`config.mk`:
```
export PLATFORM = sky130hd
export DESIGN_NAME = kamacore_stage_id
export DESIGN_NICKNAME = d
export VERILOG_FILES = /design/src/rtl/kamacore_pkg.sv /design/src/rtl/kamacore_regfile.sv /design/src/rtl/kamacore_stage_id.sv
export SDC_FILE = /design/constraint.sdc
export NUM_CORES = 2
export LEC_CHECK = 0
export CELL_PAD_IN_SITES_DETAIL_PLACEMENT = 0
export CELL_PAD_IN_SITES_GLOBAL_PLACEMENT = 2
export CORE_UTILIZATION = 44
export DETAILED_ROUTE_END_ITERATION = 12
export GPL_TIMING_DRIVEN = 0
export PLACE_DENSITY = 0.89
export RECOVER_POWER = 100
export SLEW_MARGIN = 20
export SYNTH_ARGS = -nofsm -noshare
export SYNTH_HDL_FRONTEND = slang
export SYNTH_HIERARCHICAL = 1
export SYNTH_SLANG_ARGS = --single-unit
```
`constraint.sdc`:
```
create_clock -name clk -period 6.6 [get_ports clk]
set_input_delay 0.99 -clock clk [delete_from_list [all_inputs] [get_ports clk]]
set_output_delay 0.99 -clock clk [all_outputs]
set_load 0.1 [all_outputs]
```
`src/rtl/kamacore_pkg.sv`:
```
// Shared constants, enums and decode helpers for the kamacore pipeline.
// Pure declarations; no logic, no latency.
// No flow control.
package kamacore_pkg;

    localparam int CPU_WIDTH  = 32;
    localparam int ADDR_WIDTH = 30;
    localparam int REG_COUNT  = 32;

    typedef enum logic [6:0] {
        OPC_LUI    = 7'b0110111,
        OPC_AUIPC  = 7'b0010111,
        OPC_JAL    = 7'b1101111,
        OPC_JALR   = 7'b1100111,
        OPC_BRANCH = 7'b1100011,
        OPC_LOAD   = 7'b0000011,
        OPC_STORE  = 7'b0100011,
        OPC_OP_IMM = 7'b0010011,
        OPC_OP     = 7'b0110011
    } opcode_t;

    typedef enum logic [3:0] {
        ALU_ADD    = 4'd0,
        ALU_SUB    = 4'd1,
        ALU_SLL    = 4'd2,
        ALU_SLT    = 4'd3,
        ALU_SLTU   = 4'd4,
        ALU_XOR    = 4'd5,
        ALU_SRL    = 4'd6,
        ALU_SRA    = 4'd7,
        ALU_OR     = 4'd8,
        ALU_AND    = 4'd9,
        ALU_PASS_B = 4'd10
    } alu_op_t;

    typedef enum logic [2:0] {
        IMM_I, IMM_S, IMM_B, IMM_U, IMM_J, IMM_NONE
    } imm_fmt_t;

    // funct3/funct7[5] to ALU op; funct7[5] selects SUB only for register-register ops,
    // but selects SRA for both shift forms.
    function automatic alu_op_t alu_from_funct(input logic [2:0] funct3,
                                               input logic       funct7_b5,
                                               input logic       is_reg);
        case (funct3)
            3'b000:  return (is_reg && funct7_b5) ? ALU_SUB : ALU_ADD;
            3'b001:  return ALU_SLL;
            3'b010:  return ALU_SLT;
            3'b011:  return ALU_SLTU;
            3'b100:  return ALU_XOR;
            3'b101:  return funct7_b5 ? ALU_SRA : ALU_SRL;
            3'b110:  return ALU_OR;
            default: return ALU_AND;
        endcase
    endfunction

endpackage

```
`src/rtl/kamacore_regfile.sv`:
```
// Architectural register file: 2 async read ports, 1 sync write port, x0 hard-wired zero.
// Reads are combinational; write lands at the clock edge, with write-first bypass on reads.
// No backpressure; writes are always accepted.
module kamacore_regfile
    import kamacore_pkg::*;
#(
    parameter int NUM_REGS = REG_COUNT,
    parameter int WIDTH    = CPU_WIDTH,
    localparam int IDX_W   = $clog2(NUM_REGS)
) (
    input  logic             clk,
    input  logic             rst,
    input  logic             we,
    input  logic [IDX_W-1:0] waddr,
    input  logic [WIDTH-1:0] wdata,
    input  logic [IDX_W-1:0] raddr1,
    input  logic [IDX_W-1:0] raddr2,
    output logic [WIDTH-1:0] rdata1,
    output logic [WIDTH-1:0] rdata2
);

    logic [WIDTH-1:0] regs [NUM_REGS];
    logic             wr_en;

    assign wr_en = we && (waddr != '0);

    // Synchronous clear on reset, otherwise commit write-back (x0 never written)
    always_ff @(posedge clk) begin
        if (!rst) begin
            for (int i = 0; i < NUM_REGS; i++) regs[i] <= '0;
        end else if (wr_en) begin
            regs[waddr] <= wdata;
        end
    end

    // Read ports: x0 is zero, same-cycle write forwards to the reader
    always_comb begin
        rdata1 = (raddr1 == '0) ? '0 : ((wr_en && waddr == raddr1) ? wdata : regs[raddr1]);
        rdata2 = (raddr2 == '0) ? '0 : ((wr_en && waddr == raddr2) ? wdata : regs[raddr2]);
    end

endmodule

```
`src/rtl/kamacore_stage_id.sv`:
```
// Instruction decode stage: RV32I decode, operand read, load-use hazard detection.
// ID/EX outputs registered, 1-cycle latency; stall_if is combinational.
// Load-use hazard inserts one bubble and holds IF; a branch flush overrides the stall.
module kamacore_stage_id
    import kamacore_pkg::*;
(
    input  logic                  clk,
    input  logic                  rst,
    input  logic                  branch_valid,
    input  logic                  if_valid,
    input  logic [CPU_WIDTH-1:0]  if_instruction,
    input  logic [ADDR_WIDTH-1:0] if_pc,
    output logic                  stall_if,
    input  logic                  wb_we,
    input  logic [4:0]            wb_rd,
    input  logic [CPU_WIDTH-1:0]  wb_data,
    output logic                  id_ex_valid,
    output logic [ADDR_WIDTH-1:0] id_ex_pc,
    output logic [CPU_WIDTH-1:0]  id_ex_rs1_data,
    output logic [CPU_WIDTH-1:0]  id_ex_rs2_data,
    output logic [4:0]            id_ex_rs1,
    output logic [4:0]            id_ex_rs2,
    output logic [4:0]            id_ex_rd,
    output logic [CPU_WIDTH-1:0]  id_ex_imm,
    output logic [3:0]            id_ex_alu_op,
    output logic [2:0]            id_ex_funct3,
    output logic                  id_ex_alu_src_imm,
    output logic                  id_ex_mem_read,
    output logic                  id_ex_mem_write,
    output logic                  id_ex_reg_write,
    output logic                  id_ex_branch,
    output logic                  id_ex_jump,
    output logic                  id_ex_illegal
);

    logic [4:0]           rs1, rs2, rd;
    logic [2:0]           funct3;
    logic [CPU_WIDTH-1:0] rs1_data, rs2_data;
    logic [CPU_WIDTH-1:0] imm;
    imm_fmt_t             fmt;
    alu_op_t              alu_op;
    logic                 alu_src_imm, mem_read, mem_write, reg_write;
    logic                 branch, jump, illegal, uses_rs1, uses_rs2;
    logic                 hazard, bubble;

    assign rs1    = if_instruction[19:15];
    assign rs2    = if_instruction[24:20];
    assign rd     = if_instruction[11:7];
    assign funct3 = if_instruction[14:12];

    kamacore_regfile #(.NUM_REGS(REG_COUNT), .WIDTH(CPU_WIDTH)) u_regfile (
        .clk    (clk),
        .rst    (rst),
        .we     (wb_we),
        .waddr  (wb_rd),
        .wdata  (wb_data),
        .raddr1 (rs1),
        .raddr2 (rs2),
        .rdata1 (rs1_data),
        .rdata2 (rs2_data)
    );

    // Opcode decode into control flags, immediate format and operand usage
    always_comb begin
        fmt         = IMM_NONE;
        alu_op      = ALU_ADD;
        alu_src_imm = 1'b0;
        mem_read    = 1'b0;
        mem_write   = 1'b0;
        reg_write   = 1'b0;
        branch      = 1'b0;
        jump        = 1'b0;
        illegal     = 1'b0;
        uses_rs1    = 1'b0;
        uses_rs2    = 1'b0;
        case (if_instruction[6:0])
            OPC_LUI: begin
                fmt = IMM_U; alu_op = ALU_PASS_B; alu_src_imm = 1'b1; reg_write = 1'b1;
            end
            OPC_AUIPC: begin
                fmt = IMM_U; alu_src_imm = 1'b1; reg_write = 1'b1;
            end
            OPC_JAL: begin
                fmt = IMM_J; jump = 1'b1; reg_write = 1'b1;
            end
            OPC_JALR: begin
                fmt = IMM_I; jump = 1'b1; reg_write = 1'b1; alu_src_imm = 1'b1; uses_rs1 = 1'b1;
            end
            OPC_BRANCH: begin
                fmt = IMM_B; branch = 1'b1; alu_op = ALU_SUB; uses_rs1 = 1'b1; uses_rs2 = 1'b1;
            end
            OPC_LOAD: begin
                fmt = IMM_I; mem_read = 1'b1; reg_write = 1'b1; alu_src_imm = 1'b1; uses_rs1 = 1'b1;
            end
            OPC_STORE: begin
                fmt = IMM_S; mem_write = 1'b1; alu_src_imm = 1'b1; uses_rs1 = 1'b1; uses_rs2 = 1'b1;
            end
            OPC_OP_IMM: begin
                fmt = IMM_I; reg_write = 1'b1; alu_src_imm = 1'b1; uses_rs1 = 1'b1;
                alu_op = alu_from_funct(funct3, if_instruction[30], 1'b0);
            end
            OPC_OP: begin
                reg_write = 1'b1; uses_rs1 = 1'b1; uses_rs2 = 1'b1;
                alu_op = alu_from_funct(funct3, if_instruction[30], 1'b1);
            end
            default: illegal = 1'b1;
        endcase
    end

    // Immediate assembly and sign extension by format
    always_comb begin
        case (fmt)
            IMM_I:   imm = {{20{if_instruction[31]}}, if_instruction[31:20]};
            IMM_S:   imm = {{20{if_instruction[31]}}, if_instruction[31:25], if_instruction[11:7]};
            IMM_B:   imm = {{19{if_instruction[31]}}, if_instruction[31], if_instruction[7],
                            if_instruction[30:25], if_instruction[11:8], 1'b0};
            IMM_U:   imm = {if_instruction[31:12], 12'b0};
            IMM_J:   imm = {{11{if_instruction[31]}}, if_instruction[31], if_instruction[19:12],
                            if_instruction[20], if_instruction[30:21], 1'b0};
            default: imm = '0;
        endcase
    end

    // Load-use hazard against the load currently in EX; a flush or reset cancels the stall
    always_comb begin
        hazard   = id_ex_valid && id_ex_mem_read && (id_ex_rd != 5'd0) && if_valid &&
                   ((uses_rs1 && rs1 == id_ex_rd) || (uses_rs2 && rs2 == id_ex_rd));
        stall_if = hazard && !branch_valid && rst;
        bubble   = branch_valid || hazard;
    end

    // ID/EX pipeline register: reset > flush > stall bubble > normal decode
    always_ff @(posedge clk) begin
        if (!rst) begin
            id_ex_valid       <= 1'b0;
            id_ex_pc          <= '0;
            id_ex_rs1_data    <= '0;
            id_ex_rs2_data    <= '0;
            id_ex_rs1         <= '0;
            id_ex_rs2         <= '0;
            id_ex_rd          <= '0;
            id_ex_imm         <= '0;
            id_ex_alu_op      <= '0;
            id_ex_funct3      <= '0;
            id_ex_alu_src_imm <= 1'b0;
            id_ex_mem_read    <= 1'b0;
            id_ex_mem_write   <= 1'b0;
            id_ex_reg_write   <= 1'b0;
            id_ex_branch      <= 1'b0;
            id_ex_jump        <= 1'b0;
            id_ex_illegal     <= 1'b0;
        end else begin
            id_ex_pc          <= if_pc;
            id_ex_rs1_data    <= rs1_data;
            id_ex_rs2_data    <= rs2_data;
            id_ex_rs1         <= rs1;
            id_ex_rs2         <= rs2;
            id_ex_rd          <= rd;
            id_ex_imm         <= imm;
            id_ex_alu_op      <= alu_op;
            id_ex_funct3      <= funct3;
            id_ex_valid       <= if_valid && !bubble;
            id_ex_alu_src_imm <= alu_src_imm && !bubble;
            id_ex_mem_read    <= mem_read && !bubble;
            id_ex_mem_write   <= mem_write && !bubble;
            id_ex_reg_write   <= reg_write && !bubble;
            id_ex_branch      <= branch && !bubble;
            id_ex_jump        <= jump && !bubble;
            id_ex_illegal     <= illegal && !bubble;
        end
    end

endmodule

```
; ---- Word level (Yosys, flattened, before mapping)
; Memory sizes are Yosys's and may differ from the RTL's. A register that Yosys moved wholly into a read port is not among the register bits.
; Index checks and enable logic that the tools add are counted.
[word_totals]
ff_bits = 92
mem_bits_ro = 0
ramBits = 1024
output_inout_bits = 157
wordCells = 99
mem_count = 1
inputBits = 104
latchBits = 0
[classes]
div_mod_pow = 0
reduce_logical = 38
add_sub_neg = 0
muxes = 23
n_lt_le_gt_ge = 0
n_bitwise = 1
n_shift = 0
n_eq_ne = 21
mul = 0
[mem_list]
columns = memory, depth, word_bits, read_ports, rd_clocked_by_memory_dff, write_ports, line
row1 = u_regfile.regs, 32, 32, 2, 2, 32, kamacore_regfile.sv:22  ; logic [WIDTH-1:0] regs [NUM_REGS];
[ops]
columns = cell, n
row1 = case mux 32 bit (5 select lines), 1
row2 = case mux 4 bit (7 select lines), 2
row3 = two-way mux 32 bit, 1
row4 = OR reduction 32 bit, 1
row5 = == test 7 x 6 -> 1 bit (second input constant), 3
row6 = == test 7 bit (second input constant), 3
row7 = logical AND 1 bit, 17
row8 = two-way mux 1 bit, 16
row9 = case mux 4 bit (4 select lines), 1
row10 = case mux 3 bit (5 select lines), 1
row11 = == test 7 x 5 -> 1 bit (second input constant), 2
row12 = == test 3 x 2 -> 1 bit (second input constant), 4
row13 = == test 3 bit (second input constant), 4
row14 = OR reduction 6 bit, 2
row15 = == test 5 bit, 2
row16 = logical NOT 5 bit, 2
row17 = nonzero test 5 bit, 2
row18 = OR reduction 9 bit, 1
row19 = OR reduction 2 bit, 4
row20 = == test 7 x 2 -> 1 bit (second input constant), 1
row21 = OR reduction 7 bit, 1
row22 = == test 3 x 1 -> 1 bit (second input constant), 2
row23 = logical NOT 3 bit, 2
row24 = OR reduction 3 bit, 2
row25 = 4 further kinds, 6

; ---- Logic depth before layout (Yosys ltp)
[logic_depth]
depth_word = 9
depth_mapped = 11
mapped_depth_nobuf = 6

; ---- By module
; Netlist, hierarchy kept.
[modules_own_cells]
columns = mod, cells_per_inst, instances, area_each_um2
row1 = kamacore_regfile, 3919, 1, 55782.2
row2 = kamacore_stage_id, 438, 1, 4802.1

; ---- Least setup slack after synthesis
; No wires, ideal clock.
[synth_path]
path_kind = input to register
startpoint = in wb_rd[2]
endpoint = mem u_regfile/regs[12][0] in the netlist's numbering (enable)
t_required_ps = 6134
path_slack_ps = 1757
stages = 7
t_arrival_ps = 4377
path_buffers = 4
cell_sequence = buf_2 > or3_4 > clkbuf_1 > nand2_1 > clkbuf_1 > clkbuf_1 > o21ai_0
[synth_lines]
columns = item, line
row1 = from (decl), kamacore_stage_id.sv:15  ; input logic [4:0] wb_rd,
row2 = to (decl), kamacore_regfile.sv:22

==> qor.log <==
INFO  power_and_ir_drop static_leakage_power=0.0247uW
INFO  cts            cts_buffers=132
INFO  grt            number_of_antenna_violations_at_the_first_check_in_global_routing=16
INFO  worst_setup_path cp.required=7010ps
INFO  power_and_ir_drop power.density=271mW/mm^2
INFO  floorplanning  chipHeight=373um
INFO  route          final_antenna_net_count=0
INFO  placed_design  global_placer_s_final_weighted_congestion=1.04
INFO  floorplanning  number_of_primary_i_o_pins=261
INFO  synthesis      synth_top_area_frac=0.508
INFO  cts            post_cts_buffers=0
INFO  timing         slew_viol_final=372
INFO  status         violations=max-capacitance violations, max-slew violations
INFO  worst_setup_path worstReg2RegStart=u_regfile/regs[25][26]$_SDFFCE_PN0P_
INFO  worst_setup_path cp_slowest_cell=o21ai_0
INFO  floorplanning  placeableCoreArea=0.136mm^2
INFO  worst_setup_path setup.worst_path.end_class=flop
INFO  power_and_ir_drop largest_voltage_drop_on_the_vdd_net=0.207mV
INFO  worst_setup_path critPathLaunchType=input pin
INFO  cells_and_area synthToLayoutAreaGrowth=16.5%
INFO  timing         holdWs=488ps
INFO  cts            htreeDepth=4
INFO  floorplanning  die_width=373um
INFO  placed_design  placement.setup.worst_slack=996ps
INFO  synthesis      syn-cell-area=0.0606mm^2
INFO  worst_setup_path number_of_buffer_and_inverter_instances_along_the_worst_setup_path=6
INFO  worst_hold_path min_path_type=input pin to flop
INFO  cts            cts.sinks=1180
INFO  synthesis      seq_area_frac_synth=0.559
INFO  worst_setup_path crit_chain=dlygate4sd3_1, or3_1, clkbuf_1, nand2_1, clkbuf_1, clkbuf_1, o21ai_0, buf_16, clkbuf_2
INFO  synthesis      async_flop_share=0
INFO  cts            holdBufCountCts=0
INFO  floorplanning  rows=135
INFO  synthesis      mapped_cells=4357
INFO  grt            grt_overflow=0
INFO  synthesis      ys_types=72
INFO  timing         rsz0062_at_grt=false
INFO  timing         fin_ws=256ps
INFO  route          drc=0
INFO  timing         finalCritPeriodShare=0.961
INFO  timing         final-setup-viol-count=0
INFO  floorplanning  initial_core_util=0.446
INFO  cts            clock_latency=800ps
INFO  cts            root_buffer=clkbuf_16
INFO  route          drt_first_iter_violations=7931
INFO  worst_hold_path hold_depth=3
INFO  worst_setup_path rr_worst_depth=6
INFO  route          route.detailed.wl_per_inst=39.3um
INFO  timing         max-slew-margin-rel=-1.50
INFO  worst_hold_path worst_hold_path.endpoint=id_ex_alu_op[3]$_SDFF_PN0_
INFO  route          routed_via_density=6.67
INFO  placed_design  detailedPlacementHpwl=192mm
INFO  synthesis      synth.avg_cell_area=13.9um^2
INFO  cts            clk_pin_slew_worst_paths=60ps
INFO  job            timing.max_cap.violations=32
INFO  worst_setup_path worst_path_most_repeated_cell=clkbuf_1
INFO  grt            grt_max_degree=21
INFO  timing         finalSetupTns=0ps
INFO  synthesis      synth_top_cell_by_area=edfxtp_1
INFO  synthesis      yosys_most_used_dff=edfxtp_1
INFO  grt            first_global_vias=42800
INFO  worst_setup_path worstReg2RegEnd=id_ex_rs1_data[26]$_SDFF_PN0_
INFO  worst_setup_path timing.reg2reg.setup_slack=3750ps
INFO  synthesis      synth-edff-count=1024
INFO  worst_setup_path top_delay_family_on_crit_path=buffers and inverters
INFO  worst_setup_path critPathArrivalTime=6760ps
INFO  status         outcome=complete, but fails checks
INFO  cells_and_area post-route-util=0.519
INFO  route          number_of_optimization_iterations_in_the_first_detailed_route_pass=6
INFO  worst_hold_path holdCritStartpoint=if_instruction[5]
INFO  route          vias=44900
INFO  cells_and_area drive_gt1_frac=0.168
INFO  grt            grt_util_all_layers=0.375
INFO  timing         report.final.hold_viol_count=0
INFO  cells_and_area nNetsFinal=4943
INFO  worst_setup_path setup.worst_path.class=input pin to flop
INFO  timing         max_freq=158MHz
INFO  cts            cts_tree=yes
INFO  worst_setup_path slowest_delay=2220ps
INFO  cts            post_cts_resize_count=0
INFO  floorplanning  die_area=0.139mm^2
INFO  placed_design  buffer_ports.inserted=252
INFO  synthesis      postSynthRegisterBits=1180
INFO  timing         finalWorstPathRequiredPeriod=6340ps
INFO  cts            clk_path_buf_depth=3
INFO  synthesis      yosys_warnings=6
INFO  synthesis      netlist_top_cells_area=edfxtp_1 51%, mux4_2 13%, and2_1 11%
INFO  grt            grt_pass1_wl=352mm
INFO  route          totalWireLength=265mm
INFO  worst_setup_path path_max_fanout=13
INFO  timing         worst_pin_slew=3710ps
INFO  timing         final_skew=24.5ps
[cell type report]
cell class	instances	area, um^2
Inverter	7	26.3
Fill cell	11500	65400
Multi-Input combinational cell	2748	24700
Sequential cell	1180	33900
Antenna cell	8	20.0
Buffer	453	2180
Clock inverter	76	698
Clock buffer	161	3560
Tap cell	1781	2230
Timing Repair Buffer	317	3360
[worst min-delay path, cell delays in order]
cell and delay (ps):
buf_6 110, a21oi_1 60, nor2_1 70
[placed cells by master, fill, tap and decap left out, types with 22 or more instances in the layout]
cell	netlist	layout
o221ai_1	35	35
a32o_1	33	33
mux2_2	80	80
a22oi_1	57	57
mux2i_1	280	280
o22ai_1	58	58
dfxtp_1	156	156
edfxtp_1	1024	1024
nor2_1	94	91
a211oi_1	44	43
buf_4	25	25
o21ai_0	69	68
and2_1	1081	493
clkbuf_1	317	360
buf_2	65	63
a21oi_1	90	90
clkbuf_16	0	136
clkinv_1	0	27
nor3_1	60	60
a2111oi_0	22	22
buf_6	22	23
clkdlybuf4s50_1	0	90
mux4_2	363	363
nand2_1	132	132
and2_0	2	590
dlygate4sd3_1	0	162
a221oi_1	26	26
conb_1	1	32
[report_power, final]
part	total, uW	switching, uW	internal (uW)
Combinational	3040	2080	952
Sequential	8730	202	8520
Clock	7380	3140	4240
[how the worst max path moves through the flow]
stage	startpoint	endpoint	depth (start not counted)
5_1_grt	wb_rd[3]	u_regfile/regs[12][13]$_SDFFCE_PN0P_	9
2_1_floorplan	wb_rd[2]	u_regfile/regs[12][0]$_SDFFCE_PN0P_	7
3_3_place_gp	wb_rd[3]	u_regfile/regs[16][15]$_SDFFCE_PN0P_	7
6_report	wb_rd[3]	u_regfile/regs[12][12]$_SDFFCE_PN0P_	9
4_1_cts	if_instruction[17]	stall_if	7
3_5_place_dp	if_instruction[17]	id_ex_rs1_data[24]$_SDFF_PN0_	10
[sequential cells by signal (all words and copies together) (netlist names)]
signal             cells
id_ex_alu_op           4
id_ex_alu_src_imm      1
id_ex_branch           1
id_ex_funct3           3
id_ex_illegal          1
id_ex_imm             32
id_ex_jump             1
id_ex_mem_read         1
id_ex_mem_write        1
id_ex_pc              30
id_ex_rd               5
id_ex_reg_write        1
id_ex_rs1              5
id_ex_rs1_data        32
id_ex_rs2              5
id_ex_rs2_data        32
id_ex_valid            1
u_regfile/regs      1024
[metrics by stage]
step                      area (um^2)  total power (uW)  std cells
after CTS                       71700             19200       6721
after detailed placement        67400             11900       6484
after global placement          65500             11800       6421
after global routing            70600             19500       6724
final                           70600             19100       6731
after floorplan                 60700             10500       4388
[cells in the mapped netlist (26+ instances only)]
library cell,count
buf_2,65
o22ai_1,58
mux2i_1,280
o221ai_1,35
clkbuf_1,317
o21ai_0,69
edfxtp_1,1024
mux2_2,80
a211oi_1,44
a32o_1,33
nand2_1,132
a221oi_1,26
mux4_2,363
a21oi_1,90
a22oi_1,57
nor3_1,60
dfxtp_1,156
and2_1,1081
nor2_1,94
[routing by layer]
metal,share of wire,up-vias,track usage
met5,0,-,0
met4,0.087,0,0.274
met2,0.41,4025,0.529
li1,-,17400,-
met3,0.15,835,0.123
met1,0.35,22600,0.482
[cell families (layout without fill, tap and decap cells)]
logic type / after synthesis / after routing / synth area share
XOR/XNOR: 20 / 20 / 0.00289
other: 1 / 40 / 0.0000619
AO/OA/AOI/OAI: 506 / 506 / 0.0598
flip-flops: 1180 / 1180 / 0.559
multiplexers: 735 / 735 / 0.201
buffers and inverters: 460 / 1014 / 0.0361
AND/OR/NAND/NOR: 1455 / 1455 / 0.141
Note: power is estimated with default switching activity, not from simulation.
